**src/rtl/pipe_ctrl_chain.sv**
```systemverilog
// Parametrised control-word pipeline with per-stage valid bits,
// bubble insertion behind stalls and deferred flush capture during global holds.
module pipe_ctrl_chain #(
  parameter int WIDTH = 32,
  parameter int STAGES = 3,
  parameter logic [WIDTH-1:0] FLUSH_VAL = {WIDTH{1'b0}}
) (
  input  logic                    clk,
  input  logic                    rst,
  input  logic [WIDTH-1:0]        din,
  input  logic                    din_valid,
  input  logic [STAGES-1:0]       stall,
  input  logic [STAGES-1:0]       flush,
  input  logic                    inst_stall_F,
  input  logic                    data_stall_M,
  output logic [STAGES*WIDTH-1:0] dout,
  output logic [STAGES-1:0]       valid,
  output logic [STAGES-1:0]       flush_pend
);

  logic [WIDTH-1:0]  r    [STAGES];
  logic [WIDTH-1:0]  up_d [STAGES];
  logic [STAGES-1:0] v;
  logic [STAGES-1:0] p;
  logic [STAGES-1:0] up_v;
  logic [STAGES-1:0] bub;
  logic              hold;

  assign hold = inst_stall_F | data_stall_M;

  // Stage 0 is fed from decode and never takes a bubble
  assign up_d[0] = din;
  assign up_v[0] = din_valid;
  assign bub[0]  = 1'b0;

  genvar k;
  generate
    for (k = 1; k < STAGES; k++) begin : g_up
      assign up_d[k] = r[k-1];
      assign up_v[k] = v[k-1];
      assign bub[k]  = stall[k-1];
    end
    for (k = 0; k < STAGES; k++) begin : g_out
      assign dout[k*WIDTH +: WIDTH] = r[k];
    end
  endgenerate

  assign valid      = v;
  assign flush_pend = p;

  // Per-stage update: hold > flush > stall > bubble > load
  always_ff @(posedge clk or posedge rst) begin
    if (rst) begin
      for (int i = 0; i < STAGES; i++) begin
        r[i] <= FLUSH_VAL;
        v[i] <= 1'b0;
        p[i] <= 1'b0;
      end
    end else begin
      for (int i = 0; i < STAGES; i++) begin
        if (hold) begin
          p[i] <= p[i] | flush[i];
        end else if (flush[i] | p[i]) begin
          r[i] <= FLUSH_VAL;
          v[i] <= 1'b0;
          p[i] <= 1'b0;
        end else if (stall[i]) begin
          r[i] <= r[i];
        end else if (bub[i]) begin
          r[i] <= FLUSH_VAL;
          v[i] <= 1'b0;
        end else begin
          r[i] <= up_d[i];
          v[i] <= up_v[i];
        end
      end
    end
  end

endmodule

```
**config.mk**
```make
export PLATFORM = sky130hd
export DESIGN_NAME = pipe_ctrl_chain
export DESIGN_NICKNAME = d
export VERILOG_FILES = /design/src/rtl/pipe_ctrl_chain.sv
export SDC_FILE = /design/constraint.sdc
export NUM_CORES = 1
export LEC_CHECK = 0
export ABC_AREA = 0
export BUFFER_PORTS_ARGS = -buffer_cell sky130_fd_sc_hd__buf_2
export CAP_MARGIN = 20
export CORE_MARGIN = 2
export CORE_UTILIZATION = 25
export DETAILED_ROUTE_END_ITERATION = 8
export MAX_ROUTING_LAYER = met4
export PLACE_DENSITY = 0.54
export RECOVER_POWER = 50
export SLEW_MARGIN = 20
export SYNTH_ARGS = -nofsm -noshare
export SYNTH_HDL_FRONTEND = slang
export SYNTH_SLANG_ARGS = --single-unit
```
**constraint.sdc**
```tcl
create_clock -name clk -period 5.8 [get_ports clk]
set_clock_uncertainty 0.1 [all_clocks]
set_input_delay 1.16 -clock clk [delete_from_list [all_inputs] [get_ports clk]]
set_output_delay 1.16 -clock clk [all_outputs]
set_load 0.005 [all_outputs]
```
; ---- Word level (Yosys, flattened, before mapping)
; Cells that the tools add are included.
[op_classes]
addsub = 0
mul = 0
n_div = 0
magnitude_cmp = 0
n_eq_ne = 3
shifts = 0
mux = 22
bitwise = 5
reduce_logical = 6
[ops]
columns = operator, count
row1 = 32-bit 2-to-1 mux, 8
row2 = 1-bit 2-to-1 mux, 14
row3 = "2-bit by 1-bit != test with 1-bit output, second input constant", 3
row4 = 2-bit AND reduction, 3
row5 = 2-bit nonzero test, 3
row6 = 1-bit bitwise OR, 4
row7 = 1-bit NOT, 1
[totals]
register_bits = 102
latch_bits = 0
mem_bits_rw = 0
mem_bits_ro = 0
word_cells = 45
mem_count = 0

; ---- Depth between registers and ports, before layout
; Gate-level depths: netlist (run 1).
[logic_depth]
depth_word = 3
mapped_depth = 5
ltp_nobuf = 3

; ---- Least setup slack after synthesis (run 1)
; OpenSTA, ideal clock, no wires.
[synth_timing]
path_kind = input-to-reg
start = input port data_stall_M
end = register r (netlist bit dout[34])
setup_time_ps = 121
arrival_time_ps = 2138
slack_ps = 3441
stages = 5
n_path_buf = 2
cell_sequence = or2_1 buf_6 a21o_2 buf_2 a22o_2
[synth_between]
elab_chain_len = 3
[synth_lines]
columns = item, line
row1 = start: declaration, 15  ; input logic data_stall_M,
row2 = 1-bit bitwise OR, 29  ; assign hold = inst_stall_F | data_stall_M;
row3 = 1-bit NOT (no source line), n/a
row4 = 2-bit AND reduction (no source line), n/a
row5 = end signal: indexed assignment, 68  ; r[i] <= r[i];
row6 = end signal: indexed assignment, 73  ; r[i] <= up_d[i];
row7 = end: declaration, 21  ; logic [WIDTH-1:0] r [STAGES];
; No other way between the ends.
; A chain may end at the register's enable or synchronous reset.

==> results of run 1 <==
==> power breakdown <==
part / switching [mW] / internal [mW]
logic: 0.0497 / 0.0321
registers: 0.0132 / 0.726
clock network: 0.261 / 0.317
==> area by class of cell <==
class                      count  share of cell area, %
antenna                        2                 0.1037
sequential                   102                  52.86
inverter                       1                 0.1037
timing repair buffer         148                  14.87
multi-input combinational    119                  21.35
tap                          184                  4.768
clock inverter                 4                 0.6219
clock buffer                  12                  5.312
==> metal layers <==
layer | wire (um) | vias up
li1 | - | 1229
met1 | 4524 | 1351
met2 | 4556 | 102
met3 | 743 | 16
met4 | 233 | 0
met5 | 0 | -
==> worst max path at each step <==
stage / end / cells past startpoint
2_1_floorplan: dout[0] / 1
3_3_place_gp: dout[37] / 5
3_5_place_dp: dout[40] / 5
4_1_cts: dout[37] / 5
5_1_grt: dout[70] / 3
6_report: dout[70] / 3
==> layout by cell type, fill, tap and decap left out, types with 3 or more instances in the layout <==
| master | instances |
|---|---|
| buf_2 | 118 |
| dfrtp_1 | 102 |
| a22o_1 | 76 |
| clkbuf_1 | 26 |
| a22o_2 | 21 |
| clkbuf_16 | 9 |
| nor2_1 | 8 |
| buf_4 | 4 |
| a21o_2 | 3 |
==> worst reg2reg max path, delay by kind of cell, from the launching register on <==
| family | cells | cell delay, ns |
|---|---|---|
| buffers and inverters | 1 | 0.39 |
| AO/OA/AOI/OAI | 1 | 0.18 |
| flip-flops | 1 | 0.39 |
| AND/OR/NAND/NOR | 2 | 0.89 |
==> synth_stat cells, types with 2 or more instances <==
cell type / count / share of area [%]
dfrtp_1: 102 / 69
buf_2: 15 / 2.0
a21o_2: 3 / 0.71
buf_6: 4 / 1.2
o21ai_0: 2 / 0.27
a22o_2: 21 / 5.7
nor2_1: 8 / 0.81
a32oi_1: 2 / 0.47
a22o_1: 76 / 18
nand2_1: 2 / 0.20
==> through the flow <==
| step | hold slack (ns) | utilization [%] | instance area, sq um |
|---|---|---|---|
| floorplan | 0.3913 | - | 3711 |
| global placement | 0.3820 | 31.45 | 4571 |
| detailed placement | 0.3855 | 31.45 | 4571 |
| CTS | 0.4059 | 33.42 | 4857 |
| global route | 0.4217 | 33.22 | 4828 |
| finish | 0.3955 | 33.22 | 4828 |
==> registers in the layout, indices dropped and copies added, names as in the netlist <==
register / flops
dout: 96
flush_pend: 3
valid: 3
==> logic make-up after synthesis <==
group	after synthesis	synth area share [%]
AOI/OAI and AO/OA	104	25.05
and+or+nand+nor	15	2.731
DFF	102	68.78
buffers and inverters	21	3.439
==> impl_metrics.ini, run 1 <==
[timing]
rsz0062_at_grt = no
fin_crit_sh_pct = 55.16
hold_viol = 0
fin_crit_ns = 3.199
slew_headroom_pct = -97.61
setup_viol = 0
setup_tns_ns = 0
slew_violations = 68
setup_slack_ns = 2.601
fmax_mhz = 312.6
worstMarginPinSlew_ns = 2.948

[critical_path]
worstPathArrival_ns = 3.57
max_stage_delay_ns = 1.63
path_delay_family = buffers and inverters
setup.worst_path.end_class = asynchronous set/reset pin
worst-setup-path-type = primary input to asynchronous set/reset pin
startpoint = rst
worstPathCellList = buf_2, clkinvlp_2, buf_4
rr_startpoint = flush_pend[1]
start_kind = primary input
path_buf_inv = 3
reg2reg_slack_ns = 3.79
cp_max_fo = 67
crit_required_ns = 6.17
reg2reg_to = dout[37]
crit_slowest_cell = clkinvlp_2
r2r_cells = 4

[finish]
finalNetCount = 424
final_cells = 572
syn2layout_area_growth_pct = 30.11
fill_cells = 1513
drive_gt1_share_pct = 42.75
multi_input_area_sq_um = 1031
seq_area_sq_um = 2552

[clock_network]
clk_pin_slew_ns = 0.06
postCtsSetupBuffers = 0
cts_inserted_buffers = 9
ctsHoldBuffers = 0
htree_num_levels = 3
cts-root-buf = clkbuf_16
insertion_delay_ns = 0.35
cts_tree = done
clock-sinks = 102
post_cts_resized = 0
ctsLongestPathBuffers = 2

[hold_path]
min_from = dout[86]
holdPathStages = 1
hp-class = register to register
min_to = dout[86]

[yosys]
async_flop_share_pct = 100.0
synth_edf_count = 0
yosys_warnings = 0
syn_avg_cell_area_sq_um = 15.33
synth_fp_nets = 285
seq_area_frac_synth_pct = 68.78
synthDistinctLibCells = 17
synth_area_sq_um = 3711
syn_inst = 242
ys.flop_type = dfrtp_1
ys_seq_elements = 102

[global_route]
gr-usage-met1_pct = 16.92
first_global_vias = 2709
met2_usage_pct = 19.30
grt_use_total_pct = 13.33
grt_max_degree = 68
met3_usage_pct = 4.970
grt_antenna_before_repair = 2
grt-ovfl-total = 0
grt_most_used_layer = met2
grt_pass1_wl_mm = 15.79

[die]
num_io_pins = 145
die-area_sq_um = 15830
num_rows = 44
dieHeight_um = 125.8
core_sq_um = 14530
fp.dieW_um = 125.8
initial_core_util_pct = 25.53

[placed_design]
gp_congestion = 0.7629
pre_cts_ws_ns = 2.680
dp.cells = 554
hpwlAfterDp_mm = 7.066
placement.io_buffers = 144

[detailed_routing]
firstDrtPassIters = 4
route.detailed.drc = 0
wl_per_cell_um = 17.59
vias = 2698
via_per_inst = 4.717
drtAntennaViolNets = 0
drt_wl_total_mm = 10.06
drt-initial-drc-count = 126

[power_and_ir_drop]
finalPower_mw = 1.399
power.density_nw_per_um2 = 289.8
p_leak_nw = 2.565
vdd_drop_max_mv = 0.1319

[flow_run]
cap_violations = 1

[status]
failed_checks = max-capacitance violations, max-slew violations
outcome = finished with violations
Note: power is estimated with default switching activity, not from simulation.
==> run 2, diff against run 1 <==
--- a/config.mk
+++ b/config.mk
@@ -12,7 +12,7 @@
 export CORE_UTILIZATION = 25
 export DETAILED_ROUTE_END_ITERATION = 8
 export MAX_ROUTING_LAYER = met4
-export PLACE_DENSITY = 0.54
+export PLACE_DENSITY = 0.55
 export RECOVER_POWER = 50
 export SLEW_MARGIN = 20
 export SYNTH_ARGS = -nofsm -noshare
==> constraint.sdc (replaced) <==
create_clock -name clk -period 2.65 [get_ports clk]
set_clock_uncertainty 0.1 [all_clocks]
set_input_delay 0.53 -clock clk [delete_from_list [all_inputs] [get_ports clk]]
set_output_delay 0.53 -clock clk [all_outputs]
set_load 0.005 [all_outputs]
==> run 2 against run 1 <==
The flow now finishes without violations. Via count is 1.4% higher. Critical path depth up 1. Register-to-register slack got worse by 2.8 ns. Count of clock-buffer cells in the layout down 2. Sequential power is 120% higher. Sequential cell count unchanged. Die area unchanged. Setup slack worse by 1.8 ns. Combinational power grew 130%. First-iteration DRC count is 3.2% higher. Routed wire length rose by 2.8%. Largest power group unchanged.
==> impl_metrics.ini, run 2 (synthesized netlist as in run 1, its figures left out) <==
[status]
outcome = finished clean

[clock_network]
cts-root-buf = clkbuf_16
ctsHoldBuffers = 1
clock-sinks = 102
cts_tree = done
ctsLongestPathBuffers = 2
cts_inserted_buffers = 9
clk_pin_slew_ns = 0.07
postCtsSetupBuffers = 0
insertion_delay_ns = 0.35
htree_num_levels = 3
post_cts_resized = 0

[global_route]
grt_pass1_wl_mm = 15.74
grt-ovfl-total = 0
first_global_vias = 2756
grt_use_total_pct = 13.39
grt_antenna_before_repair = 2
grt_max_degree = 35

[flow_run]
cap_violations = 0

[timing]
worstMarginPinSlew_ns = 0.8694
fin_crit_sh_pct = 70.21
fmax_mhz = 537.5
hold_viol = 0
setup_tns_ns = 0
rsz0062_at_grt = no
slew_headroom_pct = 42.04
slew_violations = 0
fin_crit_ns = 1.860
setup_viol = 0
whs_ns = 0.2935

[placed_design]
hpwlAfterDp_mm = 7.273
placement.io_buffers = 144
dpl-instance-area_sq_um = 4602
gp_congestion = 0.7431

[critical_path]
worst-setup-path-type = primary input to asynchronous set/reset pin
setup.worst_path.end_class = asynchronous set/reset pin
start_kind = primary input
cp_max_fo = 34
worstPathArrival_ns = 2.13
crit_required_ns = 2.92

[die]
core_sq_um = 14530
die-area_sq_um = 15830
num_io_pins = 145
initial_core_util_pct = 25.53
dieHeight_um = 125.8
fp.dieW_um = 125.8
num_rows = 44

[finish]
finalNetCount = 429
drive_gt1_share_pct = 45.78
most-common-layout-cells = buf_2, dfrtp_1, a22o_1, a22o_2, clkbuf_1
fin_area_sq_um = 4877
fill_cells = 1494
final_util_pct = 33.56
final_common_cell = buf_2
largest_register_ffs = 96
syn2layout_area_growth_pct = 31.42

[detailed_routing]
firstDrtPassIters = 4
drt_wl_total_mm = 10.34
vias = 2736
drtAntennaViolNets = 0
via_per_inst = 4.742
route.detailed.drc = 0
wl_per_cell_um = 17.92
drt-initial-drc-count = 130

[power_and_ir_drop]
vdd_drop_max_mv = 0.3258
p_leak_nw = 2.628
power.density_nw_per_um2 = 638.2

[hold_path]
hp-class = primary input to register
run 2: changes by cell type in the layout (fill, tap and decap cells not counted), moves of 2 or more:
cell	delta
buf_2	+10
clkbuf_1	-9
clkbuf_2	+3
clkbuf_8	-2
run 2: final cells by class:
type	instances	area, sq um	share of cell area [%]
inverter	1	5.005	0.1026
antenna	2	5.005	0.1026
clock buffer	10	229.0	4.695
sequential	102	2552	52.33
multi-input combinational	119	1031	21.14
timing repair buffer	153	763.2	15.65
tap	184	230.2	4.720
clock inverter	6	61.31	1.257
run 2: report_power, final:
group,total [mW],switching (mW),internal (mW)
clock network,1.31,0.578,0.731
logic,0.185,0.111,0.0739
registers,1.62,0.0295,1.59
total,3.11,0.719,2.39
run 2: through the flow:
stage | std cells | power, mW | worst slack [ns]
floorplan | 242 | 1.735 | 0.8024
global placement | 558 | 1.835 | 0.6098
detailed placement | 558 | 1.841 | 0.5818
CTS | 575 | 3.174 | 0.9399
global route | 577 | 3.246 | 0.5486
finish | 577 | 3.112 | 0.7895
run 2: layer usage:
| layer | wire [um] | vias up | track usage [%] |
|---|---|---|---|
| met5 | 0 | - | - |
| met4 | 158 | 0 | 3.943 |
| met3 | 721 | 12 | 5.353 |
| met2 | 4865 | 92 | 20.29 |
| met1 | 4592 | 1394 | 16.59 |
| li1 | - | 1238 | - |
run 2: final timing paths:
check | to | cells after the start | slack [ns] | from
setup / recovery | dout[47] | 4 | 0.79 | rst
hold / removal | dout[4] | 2 | 0.29 | din[4]
setup reg to reg | dout[86] | 4 | 0.95 | flush_pend[2]
hold reg to reg | dout[85] | 1 | 0.40 | dout[85]
max in group clk | dout[5] | 4 | 0.85 | data_stall_M
min in group asynchronous | dout[69] | 3 | 0.56 | rst
run 2: worst max-delay path, stage by stage:
cell and delay (ns):
dlygate4sd3_1 0.53, buf_2 0.12, clkinvlp_2 0.20, clkbuf_2 0.71
